File: src/rtl/i2s_transmitter.sv
// rtl/i2s_transmitter.sv - I2S master transmitter: holding register, SCLK/LRCLK generation, MSB-first serialiser
//
// Ports:
//   CLK          system clock, all logic on posedge
//   RESET_N      asynchronous active-low reset
//   EN           run enable; low holds the serial side idle (holding register keeps working)
//   LeftIn       left channel sample
//   RightIn      right channel sample
//   SampleValid  LeftIn/RightIn pair valid
//   SampleReady  holding register empty; pair accepted on Valid & Ready at a CLK edge
//   SCLK         serial bit clock, period 2*ClkDiv CLK
//   LRCLK        word select: 0 = left slot, 1 = right slot
//   SD           serial data, updated only on SCLK falling toggles
//   FrameStart   one-CLK pulse when a left slot begins
//   Underrun     one-CLK pulse when a frame begins with no pair held

module i2s_transmitter #(
    parameter int AudioWidth = 8,
    parameter int SlotWidth  = 16,
    parameter int ClkDiv     = 4
) (
    input  logic                  CLK,
    input  logic                  RESET_N,
    input  logic                  EN,
    input  logic [AudioWidth-1:0] LeftIn,
    input  logic [AudioWidth-1:0] RightIn,
    input  logic                  SampleValid,
    output logic                  SampleReady,
    output logic                  SCLK,
    output logic                  LRCLK,
    output logic                  SD,
    output logic                  FrameStart,
    output logic                  Underrun
);

    localparam int DivW = (ClkDiv > 1) ? $clog2(ClkDiv) : 1;
    localparam int BitW = $clog2(2 * SlotWidth);

    localparam logic [DivW-1:0] DivLast  = DivW'(ClkDiv - 1);
    localparam logic [BitW-1:0] BitLast  = BitW'(2 * SlotWidth - 1);
    localparam logic [BitW-1:0] SlotLen  = BitW'(SlotWidth);
    localparam logic [BitW-1:0] AudioLen = BitW'(AudioWidth);

    logic [DivW-1:0]       div_cnt;
    logic [BitW-1:0]       bit_cnt;
    logic                  hold_full;
    logic [AudioWidth-1:0] hold_left;
    logic [AudioWidth-1:0] hold_right;
    logic [AudioWidth-1:0] shift_left;
    logic [AudioWidth-1:0] shift_right;

    logic                  div_wrap;
    logic                  sclk_fall;
    logic                  frame_wrap;
    logic                  load;
    logic                  accept;
    logic [BitW-1:0]       bit_next;
    logic                  right_slot;
    logic [BitW-1:0]       slot_bit;
    logic [AudioWidth-1:0] sel;
    logic [AudioWidth-1:0] aligned;
    logic                  sd_next;

    assign SampleReady = ~hold_full;
    assign accept      = SampleValid & ~hold_full;

    always_comb begin
        div_wrap   = (div_cnt == DivLast);
        sclk_fall  = EN & div_wrap & SCLK;
        frame_wrap = (bit_cnt == BitLast);
        load       = sclk_fall & frame_wrap;
        bit_next   = frame_wrap ? '0 : bit_cnt + BitW'(1);
        right_slot = (bit_next >= SlotLen);
        slot_bit   = right_slot ? (bit_next - SlotLen) : bit_next;
        sel        = right_slot ? shift_right : shift_left;
        // Slot bit b (1..AudioWidth) carries sel[AudioWidth-b]; shifting left by b-1
        // brings that bit to the MSB. b=0 is the I2S delay bit; bits past the sample pad with 0.
        // On the load edge bit_next is 0, so the stale shift contents are never emitted.
        aligned    = sel << (slot_bit - BitW'(1));
        sd_next    = 1'b0;
        if ((slot_bit != '0) && (slot_bit <= AudioLen)) begin
            sd_next = aligned[AudioWidth-1];
        end
    end

    always_ff @(posedge CLK or negedge RESET_N) begin
        if (!RESET_N) begin
            div_cnt     <= '0;
            bit_cnt     <= BitLast;
            SCLK        <= 1'b0;
            LRCLK       <= 1'b1;
            SD          <= 1'b0;
            FrameStart  <= 1'b0;
            Underrun    <= 1'b0;
            shift_left  <= '0;
            shift_right <= '0;
        end else if (!EN) begin
            // Discard any partial frame; restart lands on bit 0 at the first fall.
            div_cnt    <= '0;
            bit_cnt    <= BitLast;
            SCLK       <= 1'b0;
            LRCLK      <= 1'b1;
            SD         <= 1'b0;
            FrameStart <= 1'b0;
            Underrun   <= 1'b0;
        end else begin
            FrameStart <= 1'b0;
            Underrun   <= 1'b0;
            div_cnt    <= div_wrap ? '0 : div_cnt + DivW'(1);
            if (div_wrap) begin
                SCLK <= ~SCLK;
            end
            if (sclk_fall) begin
                bit_cnt <= bit_next;
                LRCLK   <= right_slot;
                SD      <= sd_next;
            end
            if (load) begin
                FrameStart  <= 1'b1;
                Underrun    <= ~hold_full;
                shift_left  <= hold_full ? hold_left  : '0;
                shift_right <= hold_full ? hold_right : '0;
            end
        end
    end

    // Load and accept never coincide while full (Ready is low), so an accept
    // alongside an empty load simply fills the holding register for the next frame.
    always_ff @(posedge CLK or negedge RESET_N) begin
        if (!RESET_N) begin
            hold_full  <= 1'b0;
            hold_left  <= '0;
            hold_right <= '0;
        end else begin
            if (load && hold_full) begin
                hold_full <= 1'b0;
            end else if (accept) begin
                hold_full <= 1'b1;
            end
            if (accept) begin
                hold_left  <= LeftIn;
                hold_right <= RightIn;
            end
        end
    end

endmodule

File: config.mk
export PLATFORM = sky130hd
export DESIGN_NAME = i2s_transmitter
export DESIGN_NICKNAME = d
export VERILOG_FILES = /design/src/rtl/i2s_transmitter.sv
export SDC_FILE = /design/constraint.sdc
export NUM_CORES = 1
export LEC_CHECK = 0
export BUFFER_PORTS_ARGS = -buffer_cell sky130_fd_sc_hd__buf_4
export CAP_MARGIN = 20
export CORE_MARGIN = 2
export CORE_UTILIZATION = 30
export DETAILED_ROUTE_END_ITERATION = 6
export PLACE_DENSITY = 0.57
export SETUP_SLACK_MARGIN = 0.02
export SYNTH_ARGS = -nofsm -noshare
export SYNTH_HDL_FRONTEND = slang
export SYNTH_SLANG_ARGS = --single-unit
File: constraint.sdc
create_clock -name CLK -period 2.9 [get_ports CLK]
set_clock_uncertainty 0.1 [all_clocks]
set_input_delay 0.145 -clock CLK [delete_from_list [all_inputs] [get_ports CLK]]
set_output_delay 0.145 -clock CLK [all_outputs]
set_load 0.05 [all_outputs]
==> results of run 1 <==
through the flow:
stage | hold slack, ns | utilization (%) | instance area, sq um
global route | 0.318 | 39.4 | 2500
finish | 0.274 | 39.4 | 2500
detailed placement | 0.0814 | 34.9 | 2220
floorplan | -0.251 | - | 1980
CTS | 0.304 | 39.4 | 2500
global placement | 0.0812 | 34.9 | 2220
timing repair:
action	CTS	global route
resized for setup	0	0
hold buffers	18	0
hold endpoints to repair	60	0
layout by cell type, fill, tap and decap left out, types with 2 or more instances in the layout:
cell type	count
o211ai_1	2
nor3b_1	2
and2_1	2
a31oi_1	2
o21ai_0	18
dfstp_2	5
dlygate4sd3_1	18
mux2i_1	2
nor2_1	7
buf_4	28
nand3_1	4
mux4_1	4
clkbuf_8	5
dfrtp_1	39
ha_1	3
mux2_2	16
nand3b_1	2
inv_1	4
nand4_1	2
nand2_1	35
worst register-to-register path, stage by stage, from the launching register on:
cell      delay (ns)
dfstp_2         0.59
ha_1            0.28
and3_1          0.19
ha_1            0.25
mux4_1          0.58
nand3b_1        0.10
nand4_1         0.10
a32o_1          0.20
area by class of cell:
cell class                 count  area, sq um  share of cell area (%)
sequential                    44         1110                    44.2
multi-input combinational    113          787                    31.4
timing repair buffer          46          390                    15.6
tap                           77         96.3                    3.85
clock buffer                   6         72.6                    2.90
clock inverter                 2         35.0                    1.40
inverter                       4         15.0                   0.600
state kept, by name, summed over array words and instances (netlist names), 2 cells and up:
register and count:
shift_right 8, bit_cnt 4, hold_left 8, hold_right 8, div_cnt 2, shift_left 8
power breakdown:
group          internal [W]  switching, W  leakage, nW
clock network      0.000256      0.000207       0.0552
logic              0.000195      0.000143        0.579
registers          0.000760     0.0000770        0.554
total               0.00121      0.000427         1.19
per-layer routing:
metal / share of wire, % / global-route usage [%]
met1: 50 / 15.4
met2: 45 / 16.6
met3: 4.3 / 3.60
met4: 1.2 / 4.33
met5: 0 / 0
worst paths after layout:
kind / from / end / slack (ns) / cells past startpoint
setup / recovery: bit_cnt[0] / SD / 0.40 / 7
hold / removal: RESET_N / SD / 0.27 / 2
setup reg to reg: bit_cnt[0] / SD / 0.40 / 7
hold reg to reg: div_cnt[0] / div_cnt[0] / 0.34 / 1
max in group asynchronous: RESET_N / hold_left[7] / 2.04 / 2
min in group CLK: SampleValid / hold_left[1] / 0.32 / 3
logic make-up after synthesis:
family	after synthesis
AND/OR/NAND/NOR	60
AO/OA/AOI/OAI	26
XOR/XNOR	2
adder cells (fa/ha/maj)	3
buffers and inverters	15
flip-flops	44
multiplexers	22
==> metrics.txt, run 1 <==
status=complete, no violations; Synth cell types=34; number of buffers created by CTS=5; H-tree depth=2; total global routing overflow=0; Clk pin slew, worst setup/hold paths=~0.08 ns; Startpoint Class=flop; Post-Layout Cell Count=292; Post-synth EDFFs=0; xor/xnor share of the synthesized area=less than 1%; Mapped Nets=around 200; Pleak=1.19 nW; Tmin final=~2.5 ns; Syn Area/Cell=11.5 sq um; DIE AREA=about 7300 sq um; die height=approximately 85 um; Max Slew Vio Count=0; Synth Area in Compound Gates=under 10%; DRC errors left=0; total number of vias=about 1,400; Max Freq=0.401 GHz; Root Driver=clkbuf_8; mux contribution to synthesized area=between 15 and 20%; crit path buf inv count=0; share of layout cells above drive strength 1=approximately 27%; Sink Count=44; routed len/inst=around 12 um; cells along the critical path=ha_1 > and3_1 > ha_1 > mux4_1 > nand3b_1 > nand4_1 > a32o_1; Avg Vias per Cell=around 4.7; Initial Util=approximately 31%; mapped cell area=around 2000 sq um; area share of the largest cell type after synthesis=a little under 50%; Setup Fix Bufs, Post-CTS=0; port bufs=25; max_slew headroom=62.9%; drt first pass iters=4; TNS Setup=0 ns; most frequent CP cell=ha_1; Critical-path top delay cell=dfstp_2; Post-Synth Adder-Cell Area=around 1.9%; Antenna Nets Post-Route=0; area growth from synthesis to layout=26.5%; Critical Path RT=2.99 ns; total power=0.00164 W; maximum vdd ir drop=about 0.36 mV; PnR worst setup slack=0.404 ns; Die X=85.2 um; CP endpoint kind=flop; asr flop ratio synth=between 90% and 100%; Post-Synth Simple-Gate Area=14.1%; Total GRT Usage=a little under an eighth; largest family of logic cells by synthesized area=multiplexers; Place WS=a little over 0.4 ns; post-synthesis sequential area ratio=a little under three fifths; Cell Rows=29; top-count cell post-synth=dfrtp_1; main area contributors after synthesis=dfrtp_1 (49%), mux2_2 (9.1%), dfstp_2 (6.6%); CP max stage delay=roughly 0.59 ns; cell family with most CP delay=flip-flops; pin count of the biggest net entering global routing=between 40 and 50; max_cap viols=0; worst-margin pin slew=between 0.5 and 0.6 ns; CTS tree=built; Worst Path Class, Setup=flop to flop; IO Pins=26; final period utilization=86.1%; drt initial violations=between 50 and 60; Max Buffers Root-to-Sink=2; vias in the first global route=1,340; post-detail-place hpwl=2400 um; placed instance count=around 270; Max FO, Critical Path=7; initial antenna violation count=0; Fin. Hold Viols=0; core footprint=approximately 6300 sq um; PwrDens=654 nW/um^2; Final #Nets=between 200 and 250; Post-Synthesis Cells=about 170; clock latency on the worst-skew pair=about 0.30 ns; CP Data Arrival Time=between 2 and 3 ns; first-pass GRT wire length=6420 um; Hold WC Path Type=input port to async pin; GP Congestion=around 0.73; diode count=0; Fillers=629; Post-synth top cells=dfrtp_1 (39), nand2_1 (35), o21ai_0 (18); Ys Warns=0; Post-synth top flop=dfrtp_1; WL final=3530 um; Yosys reg bits=44; number of setup violations in the final report=0; area leader, netlist=dfrtp_1; unrepaired setup endpoints after global routing=false
Power figures use the tool's default switching activity.
==> run 2: changes to the inputs <==
--- a/config.mk
+++ b/config.mk
@@ -5,6 +5,7 @@
 export SDC_FILE = /design/constraint.sdc
 export NUM_CORES = 1
 export LEC_CHECK = 0
+export ABC_AREA = 1
 export BUFFER_PORTS_ARGS = -buffer_cell sky130_fd_sc_hd__buf_4
 export CAP_MARGIN = 20
 export CORE_MARGIN = 2
==> metrics.txt, run 2 <==
Avg Vias per Cell=4.62 (-1.3%); Initial Util=31.0% (-0.14 points); core footprint=6390 sq um (+0.57%); die height=85.3 um (about the same); most common cell after layout, fill and taps aside=dfrtp_1; Root Driver=clkbuf_8; CTS tree=built; total global routing overflow=0 (unchanged); PostCTS Resize Cnt=0 (unchanged); main area contributors after synthesis=dfrtp_1 (49%), dfstp_2 (6.6%), nand3_1 (6.3%); Clk pin slew, worst setup/hold paths=0.09 ns (about the same); Antenna Nets Post-Route=0 (unchanged); area share of the largest cell type after synthesis=49.2% (-0.062 points); Tmin final=2.31 ns (-0.187 ns); unrepaired setup endpoints after global routing=false; post-synthesis sequential area ratio=55.9% (-0.071 points); Final #Nets=290 (+22%); Setup Fix Bufs, Post-CTS=0 (unchanged); port bufs=25 (unchanged); vias in the first global route=1,601 (+19%); max_cap viols=0 (unchanged); Max Slew Vio Count=0 (unchanged); TNS Setup=0 ns (unchanged); # hold bufs at CTS=18 (unchanged); Total GRT Usage=12.3% (+1.1 points); Worst setup startpoint=bit_cnt[0]; top-count cell post-synth=dfrtp_1; drt initial violations=39 (-30%); Hold WC Path Type=input port to flop; Max Freq=0.433 GHz (+8.1%); Post-synth top flop=dfrtp_1; commonest non-fill, non-tap cells in the layout=dfrtp_1 (39), inv_1 (33), nand2_1 (29); first-pass GRT wire length=7200 um (+12%); initial antenna violation count=0 (unchanged); Post-synth top cells=dfrtp_1 (39), inv_1 (33), nand2_1 (29); maximum vdd ir drop=0.326 mV (-9.6%); number of setup violations in the final report=0 (unchanged); diode count=0 (unchanged); CP Data Arrival Time=2.41 ns (-0.18 ns); Max FO, Critical Path=13 (+6); Cell Rows=29 (unchanged); drt first pass iters=4 (unchanged); PnR worst setup slack=0.590 ns (+0.187 ns); Pleak=1.32 nW (+11%); Startpoint Class=flop; total number of vias=1,595 (+17%); clock latency on the worst-skew pair=0.31 ns (about the same); status=complete, no violations; area leader, netlist=dfrtp_1; H-tree depth=2 (unchanged); design area=2540 sq um (+1.6%); share of layout cells above drive strength 1=20.1% (-6.8 points); Die X=85.3 um (about the same); DRC errors left=0 (unchanged); WL final=3960 um (+12%); Ys Warns=0 (unchanged); Place WS=0.616 ns (+0.207 ns); GP Congestion=0.851 (+16%); CP endpoint kind=flop; Synth cell types=24 (-29%); max_slew headroom=63.7% (+0.81 points); DIE AREA=7270 sq um (+0.12%); PwrDens=752 nW/um^2 (+15%); Post-synth EDFFs=0 (unchanged); Critical Path RT=3.00 ns (about the same); placed cell area=2240 sq um (+1.2%); pin count of the biggest net entering global routing=45 (unchanged); Mapped Nets=246 (+26%); total power=0.00191 W (+17%); IO Pins=26 (unchanged); Final Core Density=39.9% (+0.42 points); Worst Hold Launch=SampleValid; Max Buffers Root-to-Sink=2 (unchanged); final period utilization=79.6% (-6.4 points); r2r startpoint=bit_cnt[0]; Yosys reg bits=44 (unchanged); mapped cell area=1980 sq um (+0.13%); area growth from synthesis to layout=28.4%; Sink Count=44 (unchanged); asr flop ratio synth=100% (unchanged); post-detail-place hpwl=2770 um (+15%); Fin. Hold Viols=0 (unchanged); worst-margin pin slew=0.545 ns (-0.0121 ns); routed len/inst=11.5 um (-4.9%); Worst Path Class, Setup=flop to flop; number of buffers created by CTS=5 (unchanged); Syn Area/Cell=8.89 sq um (-23%); Post-Synthesis Cells=223 (+30%)
run 2: cells by family after synthesis:
kind of cell	share of synthesized area [%]
simple gates	19.3
fa+ha+maj	1.89
flops	55.9
mux	2.21
compound gates	12.2
buf+inv	8.52
run 2: cell type report:
type / count / area, sq um
well taps: 77 / 96.3
clock inverters: 2 / 38.8
flip-flops and latches: 44 / 1110
repair buffers: 45 / 383
inverters: 35 / 131
fillers: 655 / 3840
multi-input cells: 136 / 706
clock buffers: 6 / 82.6
run 2: final timing paths:
kind	end	slack, ns	depth (start not counted)
worst max register to register	SD	0.59	15
max in group asynchronous	FrameStart	2.06	2
worst min-delay path	hold_full	0.22	3
min in group asynchronous	shift_left[7]	0.27	2
worst min register to register	div_cnt[0]	0.33	1
worst max-delay path	SD	0.59	15
run 2: worst max-delay path, cell delays in order, from the launching register on:
cell and delay [ns]:
dfstp_2 0.58, ha_1 0.22, nand2_1 0.10, nor2_1 0.10, ha_1 0.24, inv_2 0.15, nand2_4 0.11, nand2_2 0.09
nand2_2 0.11, nand2_1 0.06, nand3_1 0.06, nand3_1 0.07, nand2_1 0.08, nand2_1 0.05, nand2_1 0.05, nand2_1 0.04
run 2: power by group:
| part | internal, W | total, W | switching [W] | leakage, nW |
|---|---|---|---|---|
| combinational | 0.000212 | 0.000511 | 0.000299 | 0.753 |
| clock | 0.000282 | 0.000503 | 0.000221 | 0.0614 |
| sequential | 0.000819 | 0.000900 | 0.0000809 | 0.502 |
| total | 0.00131 | 0.00191 | 0.000601 | 1.32 |
run 2: routing by layer:
layer	GRT usage, %	wire [um]	vias up	share of wire (%)
met2	19.3	1770	37	45
met3	3.50	173	8	4.4
met1	16.1	1950	729	49
met5	0	0	-	0
met4	4.91	70	0	1.8
li1	-	-	821	-
run 2: stage by stage:
stage               instances  hold slack, ns
finish                    345           0.216
global route              345           0.315
CTS                       345           0.220
detailed placement        319          0.0807
global placement          319          0.0780
floorplan                 223          -0.251
==> run 3: changes to the inputs <==
--- a/config.mk
+++ b/config.mk
@@ -11,7 +11,7 @@
 export CORE_MARGIN = 2
 export CORE_UTILIZATION = 30
 export DETAILED_ROUTE_END_ITERATION = 6
-export PLACE_DENSITY = 0.57
+export PLACE_DENSITY = 0.59
 export SETUP_SLACK_MARGIN = 0.02
 export SYNTH_ARGS = -nofsm -noshare
 export SYNTH_HDL_FRONTEND = slang
==> constraint.sdc (replaced) <==
create_clock -name CLK -period 2.1 [get_ports CLK]
set_clock_uncertainty 0.1 [all_clocks]
set_input_delay 0.105 -clock CLK [delete_from_list [all_inputs] [get_ports CLK]]
set_output_delay 0.105 -clock CLK [all_outputs]
set_load 0.05 [all_outputs]
==> metrics.txt, run 3 (synthesis results as in run 2) <==
routed length on met1=2070 um (+6.1%); routed len/inst=12.6 um (+10%); GP Congestion=0.803 (-5.6%); number of setup violations in the final report=0 (unchanged); Final #Nets=300 (+3.4%); Die X=85.3 um (unchanged); CTS tree=built; most common cell after layout, fill and taps aside=dfrtp_1; PnR worst setup slack=0.110 ns (-0.480 ns); Root Driver=clkbuf_8; total number of vias=1,638 (+2.7%); length of routed met3 wiring=149 um (-14%); drt initial violations=72 (+85%); initial antenna violation count=0 (unchanged); diode count=0 (unchanged); Total GRT Usage=12.9% (+0.55 points); most frequent CP cell=nand2_1; die height=85.3 um (unchanged); DRC errors left=0 (unchanged); Sink Count=44 (unchanged); final period utilization=94.8% (+15 points); Worst Path Class, Setup=flop to flop; worst-margin pin slew=0.551 ns (+0.00598 ns); Hold WC Path Type=input port to flop; DIE AREA=7270 sq um (unchanged); Top Metal Used=met4; Initial Util=31.0% (unchanged); CP endpoint kind=flop; port bufs=25 (unchanged); status=complete, no violations; max_cap viols=0 (unchanged); Cell Rows=29 (unchanged); post-detail-place hpwl=2900 um (+4.9%); WL final=4490 um (+13%); vias in the first global route=1,633 (+2.0%); area growth from synthesis to layout=35.5%; Max Buffers Root-to-Sink=2 (unchanged); Pleak=1.39 nW (+5.3%); Place WS=-0.0244 ns (-0.640 ns); drt first pass iters=4 (unchanged); cells along the critical path=ha_4 > nand2_4 > nor2_4 > ha_4 > buf_4 > nor2_4 > nand2_4 > nand3_1 > nand3_1 > nand3_1 > nand2_1 > nand2_1 > nand2_1 > nand2_1; total power=0.00270 W (+41%); CP Data Arrival Time=2.08 ns (-0.33 ns); core footprint=6390 sq um (unchanged); pin count of the biggest net entering global routing=45 (unchanged); first-pass GRT wire length=7510 um (+4.2%); clock latency on the worst-skew pair=0.29 ns (-0.02 ns); PwrDens=1010 nW/um^2 (+34%); max_slew headroom=63.3% (-0.40 points); Critical-path top delay cell=dfstp_2; total global routing overflow=0 (unchanged); Max Freq=0.503 GHz (+16%); IO Pins=26 (unchanged); Final Core Density=42.0% (+2.2 points); number of buffers created by CTS=5 (unchanged); Antenna Nets Post-Route=0 (unchanged); Clk pin slew, worst setup/hold paths=0.08 ns (about the same); maximum vdd ir drop=0.579 mV (+78%); Tmin final=1.99 ns (-0.320 ns); Avg Vias per Cell=4.61 (-0.20%); Max FO, Critical Path=6 (-7); H-tree depth=2 (unchanged); wire length on met2=2240 um (+27%); Fin. Hold Viols=0 (unchanged); Startpoint Class=flop; Critical Path RT=2.19 ns (-0.81 ns); CP max stage delay=0.56 ns (-0.02 ns); commonest non-fill, non-tap cells in the layout=dfrtp_1 (39), buf_4 (37), inv_1 (32); share of layout cells above drive strength 1=25.2% (+5.0 points); Max Slew Vio Count=0 (unchanged)
==> run 3: cell count changes in the layout (fill, tap and decap cells not counted), moves of 2 or more <==
cell and change:
buf_4 +10, nand2_4 +4, ha_1 -2, ha_4 +2
nand2_1 -2, nand2_2 -2, nor2_4 +2
==> run 3: path summary, 6_finish.rpt <==
path                           endpoint        start  cells after the start  slack, ns
setup / recovery                     SD   bit_cnt[0]                     14       0.11
hold / removal                hold_full  SampleValid                      3       0.22
setup reg to reg                     SD   bit_cnt[0]                     14       0.11
hold reg to reg              div_cnt[0]   div_cnt[0]                      1       0.33
max in group asynchronous  hold_left[3]      RESET_N                      2       1.28
min in group asynchronous          SCLK      RESET_N                      2       0.24
==> run 3: stage by stage <==
| stage | instance area [sq um] | hold WS (ns) | TNS (ns) | std cells |
|---|---|---|---|---|
| global route | 2690 | 0.284 | -0.0326 | 355 |
| CTS | 2620 | 0.215 | 0 | 354 |
| global placement | 2290 | 0.0342 | 0 | 325 |
| finish | 2690 | 0.223 | 0 | 355 |
| floorplan | 1980 | -0.291 | 0 | 223 |
| detailed placement | 2290 | 0.0392 | -0.0267 | 325 |
==> run 3: repair_timing <==
item	4_1_cts	5_1_grt
gates cloned	0	0
gates resized for setup	2	13
buffers inserted	3	1
endpoints found under the setup margin	7	14
hold buffers	18	0
hold endpoints to repair	57	0
pin swaps	2	6
==> run 3: critical path: cells and delay by family, from the launching register on <==
| family | cells | cell delay (ns) |
|---|---|---|
| simple gates | 11 | 0.78 |
| flops | 1 | 0.56 |
| fa+ha+maj | 2 | 0.31 |
| buf+inv | 1 | 0.12 |
==> run 3: cell type report <==
cell class | count | area, sq um
clock inverter | 2 | 38.8
multi-input combinational | 136 | 768
sequential | 44 | 1110
fill | 649 | 3700
clock buffer | 6 | 82.6
inverter | 35 | 134
tap | 77 | 96.3
timing repair buffer | 55 | 458
==> run 3: power by group <==
part | switching, W | internal, W
registers | 0.000109 | 0.00113
logic | 0.000449 | 0.000330
clock network | 0.000289 | 0.000389
==> run 3: routing by layer <==
layer	vias up	GRT usage (%)
met1	774	17.2
met5	-	0
met2	28	21.0
met3	5	3.21
li1	831	-
met4	0	3.46
